File: config.mk
export PLATFORM = sky130hd
export DESIGN_NAME = aoi22_cell_sweeper
export DESIGN_NICKNAME = d
export VERILOG_FILES = /design/src/rtl/aoi22_cell_sweeper.sv
export SDC_FILE = /design/constraint.sdc
export NUM_CORES = 1
export LEC_CHECK = 0
export CORE_UTILIZATION = 40
export DETAILED_ROUTE_END_ITERATION = 10
export GPL_TIMING_DRIVEN = 0
export HOLD_SLACK_MARGIN = 0.05
export SETUP_SLACK_MARGIN = 0.5
export SLEW_MARGIN = 0
export SYNTH_ARGS = -nofsm -noshare
export SYNTH_HDL_FRONTEND = slang
export SYNTH_SLANG_ARGS = --single-unit
File: constraint.sdc
create_clock -name CLK -period 1.95 [get_ports CLK]
set_input_delay 0.585 -clock CLK [delete_from_list [all_inputs] [get_ports CLK]]
set_output_delay 0.585 -clock CLK [all_outputs]
set_load 0.03 [all_outputs]
File: src/rtl/aoi22_cell_sweeper.sv
// In-circuit sweeper for one AOI22 cell: walks all 16 input vectors, samples Y
// after a settle time, and reports mismatch count, first failing vector and pass.
module aoi22_cell_sweeper #(
   parameter int unsigned SETTLE_CYCLES = 2,
   parameter int unsigned LOOPS         = 1,
   parameter int unsigned ERRCNT_W      = 5
) (
   input  logic                CLK,
   input  logic                RST,
   input  logic                START,
   input  logic                Y,
   output logic                A1,
   output logic                A2,
   output logic                B1,
   output logic                B2,
   output logic                BUSY,
   output logic                DONE,
   output logic                PASS,
   output logic [ERRCNT_W-1:0] ERR_COUNT,
   output logic                FAIL_VALID,
   output logic [3:0]          FAIL_VEC
);

   typedef enum logic [1:0] {
      IDLE,
      HOLD,
      SAMPLE,
      FINISH
   } stateT;

   // A zero settle time still needs one HOLD cycle so Y sees the new vector.
   localparam int unsigned HOLD_LAST = (SETTLE_CYCLES == 0) ? 0 : SETTLE_CYCLES - 1;
   localparam int unsigned LOOP_LAST = (LOOPS == 0) ? 0 : LOOPS - 1;

   stateT                state;
   logic [3:0]           vecIdx;
   logic [7:0]           holdCnt;
   logic [7:0]           loopCnt;
   logic                 expected;
   logic                 mismatch;
   logic [ERRCNT_W-1:0]  errNext;

   always_comb begin
      expected = ~((vecIdx[3] & vecIdx[2]) | (vecIdx[1] & vecIdx[0]));
      // Case inequality so an undriven or unknown Y is reported as a failure.
      mismatch = (Y !== expected);
      errNext  = ERR_COUNT;
      if (mismatch && (ERR_COUNT != '1)) begin
         errNext = ERR_COUNT + ERRCNT_W'(1);
      end
   end

   always_ff @(posedge CLK) begin
      if (RST) begin
         state             <= IDLE;
         vecIdx            <= '0;
         holdCnt           <= '0;
         loopCnt           <= '0;
         {A1, A2, B1, B2}  <= '0;
         BUSY              <= 1'b0;
         DONE              <= 1'b0;
         PASS              <= 1'b0;
         ERR_COUNT         <= '0;
         FAIL_VALID        <= 1'b0;
         FAIL_VEC          <= '0;
      end else begin
         case (state)
            IDLE, FINISH: begin
               if (START) begin
                  state            <= HOLD;
                  vecIdx           <= '0;
                  holdCnt          <= '0;
                  loopCnt          <= '0;
                  {A1, A2, B1, B2} <= '0;
                  BUSY             <= 1'b1;
                  DONE             <= 1'b0;
                  PASS             <= 1'b0;
                  ERR_COUNT        <= '0;
                  FAIL_VALID       <= 1'b0;
                  FAIL_VEC         <= '0;
               end
            end

            HOLD: begin
               if (holdCnt == 8'(HOLD_LAST)) begin
                  state <= SAMPLE;
               end else begin
                  holdCnt <= holdCnt + 8'd1;
               end
            end

            SAMPLE: begin
               ERR_COUNT <= errNext;
               if (mismatch && !FAIL_VALID) begin
                  FAIL_VALID <= 1'b1;
                  FAIL_VEC   <= vecIdx;
               end
               holdCnt <= '0;
               if (vecIdx != 4'd15) begin
                  state            <= HOLD;
                  vecIdx           <= vecIdx + 4'd1;
                  {A1, A2, B1, B2} <= vecIdx + 4'd1;
               end else if (loopCnt != 8'(LOOP_LAST)) begin
                  state            <= HOLD;
                  loopCnt          <= loopCnt + 8'd1;
                  vecIdx           <= '0;
                  {A1, A2, B1, B2} <= '0;
               end else begin
                  state            <= FINISH;
                  {A1, A2, B1, B2} <= '0;
                  BUSY             <= 1'b0;
                  DONE             <= 1'b1;
                  PASS             <= (errNext == '0);
               end
            end

            default: state <= IDLE;
         endcase
      end
   end

endmodule

==> flow_summary.toml <==
[outcome]
outcome = "finished clean"

[logic_synthesis]
synth.distinct_cells = 41
syn_area_mm2 = 0.00192
synth_nets = 240
ys.flop_type = "dfxtp_1"
ys_seq_elements = 39
seq_area_frac_synth = 0.407
synthArstFlopShare = 0
synthCells = 226
ys_warn_count = 0
syn-mean-instance-area_um2 = 8.49
synth-edff-count = 0

[worst_setup_path]
cp.required_ps = 2200
critPathKind = "reg -> reg"
worstSetupStartpointType = "flop"
worstPathArrival_ps = 2170
worst-path-max-fanout = 3
worst_setup_path_end_kind = "flop"

[timing]
whs_ps = 463
fin_worst_skew_ps = 6.55
maxSlewViolCount = 0
hold_viol_final = 0
setup_viol_count_final = 0
fin_crit_sh = 0.988
worst_pin_slew_ps = 395
fin_crit_ps = 1930
fmax_mhz = 519
rsz0062_at_grt = "true"
relSlewSlack = 0.735

[floorplanning]
die_x_um = 71.3
core_mm2 = 0.00447
ios = 21
fp-row-count = 24
initial_core_util = 0.429
die_h_um = 71.3
fp.dieArea_mm2 = 0.00508

[clock_network]
numCtsBuffers = 5
cts_sinks = 39
hold_buffers = 0
cts_tree = "built"
clkSlewWorstSetupHoldPaths_ps = 80
htreeDepth = 2
root_buffer = "clkbuf_8"
clk_latency_ps = 290
clockBufferDepth = 2

[drt]
drt_iter0_markers = 92
vias = 1957
route.detailed.drc = 0
vias_per_cell = 5.48
avgRoutedWirePerCell_um = 15.9
first_pass_iters = 4
final_antenna_net_count = 0
finalWirelength_um = 5690

[final_layout]
final_common_cell = "buf_4"
final_cells = 357
num-fill-cells = 302
final_nets = 318
final_util = 0.738
mostFrequentLayoutCells = "buf_4 (43), dfxtp_1 (24), nor2_1 (22)"
num_antenna_cells = 0
area_delta_synth_final_pct = 72.1
final_area_mm2 = 0.00330
drive_above_1_share = 0.541

[global_routing]
grt_pass1_wl_um = 8290
overflow = 0
grt_max_degree = 13
grt.total_usage = 0.210
grt_pass1_vias = 1736
antenna_found_initial = 0

[place]
routabilityCongestion = 0.787
post-dp-hpwl_um = 2980
portBuffers = 20
place_area_mm2 = 0.00233
place_inst = 298

[power_and_ir_drop]
powerDensity_mw_per_mm2 = 880
p_leak_uw = 0.00134
p_int_uw = 1960
power_uw = 2910
clkPwrFrac = 0.262
pwr-share-comb = 0.439
vdd_drop_max_mv = 0.581
swShare = 0.326
seqPwrFrac = 0.299
switchingPower_uw = 947

[worst_hold_path]
min_path_type = "reg -> reg"

[flow_run]
maxCapViolCount = 0
power by group through the flow:
stage	combinational [µW]	clock, µW	sequential (µW)
floorplan	439	0	897
global placement	587	0	890
detailed placement	587	0	891
CTS	893	775	867
global route	1350	812	873
finish	1280	763	868
metrics by stage:
stage | setup TNS [ps] | setup WS [ps]
2_1_floorplan | -18.0 | -18.0
3_3_place_gp | -8090 | -389
3_5_place_dp | -8250 | -407
4_1_cts | 0 | 24.5
5_1_grt | -59.8 | -50.1
6_report | 0 | 24.0
state kept, by name (all words and copies together) (netlist names):
register    flops
B2              1
vecIdx          4
BUSY            1
ERR_COUNT       5
loopCnt         8
A1              1
FAIL_VEC        4
FAIL_VALID      1
B1              1
holdCnt         8
state           2
DONE            1
PASS            1
A2              1
worst max-delay path, stage by stage, from the launching register on:
cell	delay [ps]
dfxtp_4	370
ha_4	130
and3_4	190
ha_4	130
nor2_1	50
mux2_4	290
or4_4	420
a22oi_2	170
a21o_1	130
what timing repair did:
item | in CTS | in global routing
setup endpoints to repair | 56 | 48
resized for setup | 148 | 78
buffers inserted | 30 | 20
pin swaps | 23 | 33
cloned | 1 | 0
final timing paths:
kind                        startpoint           endpoint  slack, ps  cells after the start
min reg2reg            A2$_SDFFE_PP0P_    A2$_SDFFE_PP0P_        460                      2
max          ERR_COUNT[0]$_SDFFE_PP0P_  PASS$_SDFFE_PP0P_         20                      8
max reg2reg  ERR_COUNT[0]$_SDFFE_PP0P_  PASS$_SDFFE_PP0P_         20                      8
min                    A2$_SDFFE_PP0P_    A2$_SDFFE_PP0P_        460                      2
synthesized netlist by cell type, types with 7 or more instances:
master | number | area [µm²]
dfxtp_1 | 39 | 781
o21ai_0 | 9 | 45.0
nand2_1 | 19 | 71.3
inv_1 | 7 | 26.3
ha_1 | 10 | 125
xor2_1 | 12 | 105
nand4_1 | 12 | 75.1
a21oi_1 | 18 | 90.1
nand3_1 | 8 | 40.0
nor2_1 | 26 | 97.6
final cells by class:
cell class / instances / area [µm²] / area share
Clock buffer: 7 / 97.6 / 0.0295
Clock inverter: 1 / 30.0 / 0.00909
Multi-Input combinational cell: 172 / 1540 / 0.467
Buffer: 8 / 113 / 0.0341
Tap cell: 52 / 65.1 / 0.0197
Sequential cell: 39 / 820 / 0.248
Inverter: 7 / 26.3 / 0.00795
Timing Repair Buffer: 71 / 609 / 0.184
layer usage:
| layer | part of all wire | vias up | global-route usage |
|---|---|---|---|
| li1 | - | 966 | - |
| met1 | 0.45 | 942 | 0.288 |
| met2 | 0.50 | 37 | 0.329 |
| met3 | 0.036 | 12 | 0.0408 |
| met4 | 0.019 | 0 | 0.0756 |
| met5 | 0 | - | 0 |
cells by family after synthesis:
| kind of cell | after synthesis | share of synthesized area |
|---|---|---|
| XOR/XNOR | 13 | 0.0593 |
| multiplexers | 4 | 0.0241 |
| flip-flops | 39 | 0.407 |
| AO/OA/AOI/OAI | 51 | 0.168 |
| adder cells (fa/ha/maj) | 10 | 0.0652 |
| buffers and inverters | 15 | 0.0319 |
| AND/OR/NAND/NOR | 94 | 0.244 |
(Power assumes the default switching activity.)
